<file path="src/rtl/avalon_st_slave_wrapper.sv">
// Avalon-ST responder: collects operand packets A and B on the sink, then
// returns their unsigned 64-bit product as an 8-beat packet on the source.
module avalon_st_slave_wrapper #(
  parameter logic [7:0] TAG_A = 8'd1,
  parameter logic [7:0] TAG_B = 8'd2
) (
  input  logic        clk,
  input  logic        _rst,
  input  logic        valid_in,
  input  logic        startofpacket_in,
  input  logic        endofpacket_in,
  input  logic [7:0]  data_in,
  output logic        ready_out,
  input  logic        ready_in,
  output logic        valid_out,
  output logic        startofpacket_out,
  output logic        endofpacket_out,
  output logic [7:0]  data_out,
  output logic [63:0] RES,
  output logic        res_done,
  output logic        pkt_err
);

  localparam logic [1:0] RX_IDLE = 2'd0;
  localparam logic [1:0] RX_DATA = 2'd1;
  localparam logic [1:0] RX_DROP = 2'd2;

  localparam logic [1:0] TX_IDLE = 2'd0;
  localparam logic [1:0] TX_LOAD = 2'd1;
  localparam logic [1:0] TX_SEND = 2'd2;

  logic [1:0]  rx_state;
  logic [1:0]  tx_state;
  logic [1:0]  cnt;
  logic        tag_is_b;
  logic [23:0] stage;
  logic [31:0] a_reg;
  logic [31:0] b_reg;
  logic        have_a;
  logic        have_b;
  logic [55:0] shift_reg;
  logic [2:0]  beat;

  logic        sink_fire;
  logic        tag_ok;
  logic        op_done;
  logic        write_a;
  logic        write_b;
  logic        start_tx;
  logic [63:0] product;

  assign sink_fire = valid_in & ready_out;
  assign tag_ok    = (data_in == TAG_A) || (data_in == TAG_B);
  assign op_done   = sink_fire && (rx_state == RX_DATA) && !startofpacket_in &&
                     (cnt == 2'd3) && endofpacket_in;
  assign write_a   = op_done && !tag_is_b;
  assign write_b   = op_done && tag_is_b;
  assign start_tx  = op_done && (have_a || write_a) && (have_b || write_b);
  assign product   = {32'd0, a_reg} * {32'd0, b_reg};

  // Sink side: header decode, operand byte staging and malformed-packet dropping.
  always_ff @(posedge clk or negedge _rst) begin
    if (!_rst) begin
      rx_state <= RX_IDLE;
      cnt      <= 2'd0;
      tag_is_b <= 1'b0;
      stage    <= 24'd0;
      a_reg    <= 32'd0;
      b_reg    <= 32'd0;
      pkt_err  <= 1'b0;
    end else begin
      pkt_err <= 1'b0;
      if (sink_fire) begin
        case (rx_state)
          RX_IDLE: begin
            if (startofpacket_in) begin
              if (tag_ok) begin
                rx_state <= RX_DATA;
                cnt      <= 2'd0;
                tag_is_b <= (data_in == TAG_B);
              end else begin
                rx_state <= RX_DROP;
                pkt_err  <= 1'b1;
              end
            end
          end
          RX_DATA: begin
            if (startofpacket_in) begin
              pkt_err <= 1'b1;
              if (tag_ok) begin
                rx_state <= RX_DATA;
                cnt      <= 2'd0;
                tag_is_b <= (data_in == TAG_B);
              end else begin
                rx_state <= RX_DROP;
              end
            end else if (cnt == 2'd3) begin
              if (endofpacket_in) begin
                if (tag_is_b) b_reg <= {stage, data_in};
                else          a_reg <= {stage, data_in};
                rx_state <= RX_IDLE;
              end else begin
                pkt_err  <= 1'b1;
                rx_state <= RX_DROP;
              end
            end else if (endofpacket_in) begin
              pkt_err  <= 1'b1;
              rx_state <= RX_IDLE;
            end else begin
              stage <= {stage[15:0], data_in};
              cnt   <= cnt + 2'd1;
            end
          end
          default: begin
            if (endofpacket_in) rx_state <= RX_IDLE;
          end
        endcase
      end
    end
  end

  // Operand flags, sink backpressure and the result packet sequencer.
  always_ff @(posedge clk or negedge _rst) begin
    if (!_rst) begin
      tx_state          <= TX_IDLE;
      have_a            <= 1'b0;
      have_b            <= 1'b0;
      ready_out         <= 1'b1;
      valid_out         <= 1'b0;
      startofpacket_out <= 1'b0;
      endofpacket_out   <= 1'b0;
      data_out          <= 8'd0;
      RES               <= 64'd0;
      res_done          <= 1'b0;
      shift_reg         <= 56'd0;
      beat              <= 3'd0;
    end else begin
      res_done <= 1'b0;
      if (write_a) have_a <= 1'b1;
      if (write_b) have_b <= 1'b1;
      case (tx_state)
        TX_IDLE: begin
          if (start_tx) begin
            ready_out <= 1'b0;
            tx_state  <= TX_LOAD;
          end
        end
        TX_LOAD: begin
          RES               <= product;
          shift_reg         <= product[55:0];
          data_out          <= product[63:56];
          valid_out         <= 1'b1;
          startofpacket_out <= 1'b1;
          endofpacket_out   <= 1'b0;
          beat              <= 3'd0;
          tx_state          <= TX_SEND;
        end
        TX_SEND: begin
          if (ready_in) begin
            if (beat == 3'd7) begin
              valid_out         <= 1'b0;
              startofpacket_out <= 1'b0;
              endofpacket_out   <= 1'b0;
              data_out          <= 8'd0;
              res_done          <= 1'b1;
              have_a            <= 1'b0;
              have_b            <= 1'b0;
              ready_out         <= 1'b1;
              tx_state          <= TX_IDLE;
            end else begin
              beat              <= beat + 3'd1;
              data_out          <= shift_reg[55:48];
              shift_reg         <= {shift_reg[47:0], 8'd0};
              startofpacket_out <= 1'b0;
              endofpacket_out   <= (beat == 3'd6);
            end
          end
        end
        default: tx_state <= TX_IDLE;
      endcase
    end
  end

endmodule

</file>
<file path="config.mk">
export PLATFORM = sky130hd
export DESIGN_NAME = avalon_st_slave_wrapper
export DESIGN_NICKNAME = d
export VERILOG_FILES = /design/src/rtl/avalon_st_slave_wrapper.sv
export SDC_FILE = /design/constraint.sdc
export NUM_CORES = 2
export LEC_CHECK = 0
export BUFFER_PORTS_ARGS = -buffer_cell sky130_fd_sc_hd__buf_4
export CAP_MARGIN = 0
export CELL_PAD_IN_SITES_DETAIL_PLACEMENT = 1
export CELL_PAD_IN_SITES_GLOBAL_PLACEMENT = 1
export CORE_UTILIZATION = 56
export DETAILED_ROUTE_END_ITERATION = 8
export PLACE_DENSITY_LB_ADDON = 0.1
export SYNTH_ARGS = -nofsm -noshare
export SYNTH_HDL_FRONTEND = slang
export SYNTH_SLANG_ARGS = --single-unit
</file>
<file path="constraint.sdc">
create_clock -name clk -period 13.8 [get_ports clk]
set_clock_uncertainty 0.15 [all_clocks]
set_input_delay 1.38 -clock clk [delete_from_list [all_inputs] [get_ports clk]]
set_output_delay 1.38 -clock clk [all_outputs]
set_load 0.02 [all_outputs]
</file>
Word-level counts from Yosys, hierarchy flattened
Cells that the tools add are included.
{"block": "totals", "ff_bits": 234, "out_inout_bits": 78, "input_bits": 14, "elab_cells": 129}
{"block": "classes", "n_mux": 57, "n_bitwise": 5, "multipliers": 1, "n_eq_ne": 15, "n_reduce_logical": 30, "n_addsub": 2}
{"cell": "$mux W56", "n": 2}
{"cell": "$pmux W56 S2", "n": 1}
{"cell": "$mul A32 B32 Y64", "n": 1}
{"cell": "$mux W2", "n": 14}
{"cell": "$mux W1", "n": 26}
{"cell": "$mux W8", "n": 2}
{"cell": "$pmux W8 S2", "n": 1}
{"cell": "$reduce_and A6 Y1", "n": 2}
{"cell": "$ne A2 B2 Y1 const B", "n": 5}
{"cell": "$pmux W1 S2", "n": 5}
{"cell": "$reduce_and A5 Y1", "n": 2}
{"cell": "$reduce_and A3 Y1", "n": 3}
{"cell": "$eq A8 B1 Y1 const B", "n": 1}
{"cell": "$eq A8 B2 Y1 const B", "n": 1}
{"cell": "$logic_and A1 B1 Y1", "n": 8}
{"cell": "$pmux W2 S2", "n": 2}
{"cell": "$reduce_and A4 Y1", "n": 2}
{"cell": "$eq A3 B3 Y1 const B", "n": 2}
{"cell": "$mux W3", "n": 2}
{"cell": "$ne A3 B3 Y1 const B", "n": 2}
{"cell": "$pmux W2 S3", "n": 1}
{"cell": "$pmux W3 S2", "n": 1}
{"cell": "$reduce_bool A2 Y1", "n": 3}
{"cell": "$eq A2 B1 Y1 const B", "n": 2}
{"cell": "other kinds (10)", "n": 19}

Logic depth before layout (Yosys ltp)
{"block": "depth", "word_depth": 11, "ltp_mapped": 27, "depth_no_buf": 25}

Least setup slack after synthesis
Ideal clock, no wire load.
{"block": "synth_path", "kind": "register to register", "start": "register a_reg[30]", "end": "register data_out[1]", "n_path_buf": 1, "required_time_ns": 13.512, "setup_ns": 0.138, "t_arrival_ns": 6.925, "stages_incl_launch_ff": 24, "slack_ns": 6.588, "cell_sequence": "dfrtp_1 > clkbuf_1 > nand2_1 > fa_1 > inv_1 > fa_1 > fa_1 > inv_1 > fa_1 > inv_1 > fa_1 > fa_1 > fa_1 > inv_1 > fa_1 > inv_1 > ha_1 > nand4_1 > or4_1 > or3_1 > o31ai_2 > a211oi_1 > mux2i_1 > o211ai_1"}
{"block": "synth_between", "elab_chain_cells": 2}
{"element": "start, declared", "line": "37", "text": "logic [31:0] a_reg;"}
{"element": "start signal, assigned", "line": "100", "text": "else a_reg <= {stage, data_in};"}
{"element": "$mul A32 B32 Y64", "line": "59", "text": "assign product = {32'd0, a_reg} * {32'd0, b_reg};"}
{"element": "$pmux W8 S2", "line": "141", "text": "case (tx_state)"}
{"element": "end signal, assigned", "line": "151", "text": "data_out <= product[63:56];"}
{"element": "end signal, assigned", "line": "172", "text": "data_out <= shift_reg[55:48];"}
{"element": "end, declared", "line": "18", "text": "output logic [7:0] data_out,"}
Every way passes these cells.
A chain may end at the register's enable or synchronous reset.

Worst setup path in the final report
{"block": "layout_path", "start": "register b_reg[3]", "end": "register data_out[6]"}
{"block": "layout_between", "elab_chain_cells": 2}
{"element": "start, declared", "line": "38", "text": "logic [31:0] b_reg;"}
{"element": "start signal, assigned", "line": "99", "text": "if (tag_is_b) b_reg <= {stage, data_in};"}
{"element": "$mul A32 B32 Y64", "line": "59"}
{"element": "$pmux W8 S2", "line": "141"}
Every way passes these cells.

==> impl_metrics.toml <==
[power_and_ir_drop]
comb_power_share = 0.123
switching_share = 0.2837
p_leak_nw = 23.39
intPower_w = 0.001274
ir_drop_v = 0.00009960
seq_power_share = 0.478
pwr-share-clk = 0.398
p_switching_w = 0.0005048
powerDensity_nw_per_um2 = 39.71

[cells_and_area]
fin_area_um2 = 44800
fin_util = 0.5998
fin_cells = 5398
drive_gt1_frac = 0.07227
area_growth_pct = 5.575
multi_input_area_um2 = 32370
register_area_um2 = 5866
n_fill_cell = 8399
final_cell_mix = "896 x fa_1, 868 x inv_1, 664 x nand2_1, 607 x and2_1, 268 x ha_1"
nets = 5589
largest_reg_flops = 64
layout_commonest_cell = "fa_1"

[global_route]
grt_overflow = 0
grt_pass1_vias = 36140
grt_use_total = 0.3606
grt_pass1_wl_mm = 211.6
grt_max_degree = 124
antenna_found_initial = 1

[routing]
wl_mm = 133.0
via_per_inst = 5.834
dr.pass1.iters = 5
drtIter0Drc = 2111
drc = 0
routedWlPerCell_um = 24.63
via_count = 31490
postRouteAntennaNets = 0

[synth]
yosysWarnings = 0
synth_edf_count = 0
synthArstFlopShare = 1.000
synth_top_family_by_area = "adder cells"
synthXorXnorAreaFrac = 0.01197
netlist_instances = 4479
synthSimpleGateAreaFrac = 0.1680
yosysUniqueCellTypes = 66
synth_compound_area_frac = 0.05540
ys_seq_area_frac = 0.1380
synth.ff_latch_count = 234
syn_area_um2 = 42440
syn_avg_cell_area_um2 = 9.475
muxShareOfSynthArea = 0.02500
ys.flop_type = "dfrtp_1"
syn-num-nets = 5657
synth_adder_area_share = 0.5017

[clock_network]
clock_latency_ps = 560
cts_num_sinks = 234
postCtsSetupBuffers = 0
cts-root-buf = "clkbuf_16"
path_clk_slew_ps = 60
clockBufferDepth = 3
cts_buffers = 26
htreeDepth = 1
cts_tree = "built"
ctsResizeCount = 0
hold_buffers = 0

[critical_path]
critical_path_class = "flip-flop to flip-flop"
path_max_fanout = 18
worstSetupStartpointType = "flip-flop"
r2r_cells = 24
cp-end-kind = "flip-flop"
worstPathArrival_ps = 9030
cp_data_required_time_ps = 14050

[timing]
rsz0062_at_grt = "no"
fin_crit_sh = 0.6362
drv_slew = 0
fmax_mhz = 113.9
finalSetupTns_ps = 0
setup_violations = 0
fin_crit_ps = 8780
finalHoldViolations = 0
tightest_slew_ps = 1118
max_slew_margin = 0.2545
hold_ws_ps = 328.6

[job]
maxCapViolations = 0

[placed_design]
dp_cells = 5352
hpwl_mm = 101.2
placement.io_buffers = 91
placed_area_um2 = 43950
gp_congestion = 0.9068

[worst_hold_path]
hp-class = "flip-flop to flip-flop"
whs_path_depth = 2

[die]
pin_count = 92
initial_core_util = 0.5681
rows = 100
die_h_um = 277.3
dieArea_um2 = 76890
fp.dieW_um = 277.3
core_area_um2 = 74700

[status]
status = "complete, no violations"
[critical path, stage by stage (launching register included)]
cell and delay, ps:
dfrtp_1 720, buf_4 350, and2_1 190, fa_1 420, inv_1 80, fa_1 440, fa_1 510, fa_1 560
inv_1 60, fa_1 500, inv_1 70, fa_1 530, inv_1 50, fa_1 500, fa_1 470, ha_1 490
nand2_1 110, nor4_1 390, nand2_1 150, o211ai_1 410, nor2_1 180, o211ai_1 540, a41oi_1 290, xor2_1 300
o221ai_1 140
[cell usage after synthesis (7+ instances only)]
cell,number,area (um^2)
fa_1,896,17940
inv_1,868,3258
nand2_1,664,2492
and2_1,608,3804
ha_1,268,3353
clkbuf_1,252,945.9
dfrtp_1,233,5831
o21ai_0,100,500.5
a21oi_1,95,475.5
mux2_2,88,991.0
nor2_1,63,236.5
a22oi_1,30,225.2
xnor2_1,30,262.8
xor2_1,28,245.2
a21o_1,24,180.2
nand4_1,20,125.1
nand3_1,19,95.09
nor2b_1,17,106.4
nor3_1,16,80.08
o21bai_1,14,105.1
o22ai_1,13,81.33
a31oi_1,12,75.07
o211ai_1,8,60.06
or3_1,8,50.05
a211oi_1,7,52.55
buf_1,7,26.28
mux2i_1,7,70.07
[cell families after synthesis]
kind of cell               Yosys count
and+or+nand+nor                   1436
adders and majority gates         1164
buffers and inverters             1129
AOI/OAI and AO/OA                  363
DFF                                234
muxes                               95
xor gates and xnor gates            58
[worst paths after layout]
check                                       from                     endpoint  slack [ps]
min reg2reg                valid_out$_DFFE_PN0P_        valid_out$_DFFE_PN0P_         330
min in group asynchronous                   _rst  endofpacket_out$_DFFE_PN0P_         740
max in group asynchronous                   _rst        b_reg[23]$_DFFE_PN0P_       11190
min                        valid_out$_DFFE_PN0P_        valid_out$_DFFE_PN0P_         330
max                         b_reg[3]$_DFFE_PN0P_      data_out[6]$_DFFE_PN0P_        5020
max reg2reg                 b_reg[3]$_DFFE_PN0P_      data_out[6]$_DFFE_PN0P_        5020
[area by class of cell]
type	count	area share
Multi-Input combinational cell	3116	0.7224
Sequential cell	234	0.1309
Inverter	868	0.07272
Timing Repair Buffer	165	0.02781
Tap cell	969	0.02706
Clock buffer	35	0.01595
Clock inverter	10	0.003072
Antenna cell	1	0.00005585
[layer usage]
| metal | track usage | wire (um) | vias to the layer above |
|---|---|---|---|
| met4 | 0.1251 | 5014 | 0 |
| met5 | 0 | 0 | - |
| li1 | - | - | 13230 |
| met2 | 0.6057 | 65460 | 1101 |
| met1 | 0.4855 | 54330 | 16900 |
| met3 | 0.04388 | 8150 | 260 |
[power groups by stage]
stage	sequential, W	combinational, W	clock (W)
2_1_floorplan	0.000843	0.000129	0
3_3_place_gp	0.000855	0.000207	0
3_5_place_dp	0.000857	0.000216	0
4_1_cts	0.000848	0.000222	0.000714
5_1_grt	0.000857	0.000244	0.000738
6_report	0.000851	0.000220	0.000709
[metrics by stage]
step	worst slack [ps]	power, W
after detailed placement	4872	0.001073
after global placement	5018	0.001061
after floorplan	6588	0.0009720
after global routing	4745	0.001839
after CTS	4838	0.001784
final	5020	0.001779
Note: power is estimated with default switching activity, not from simulation.
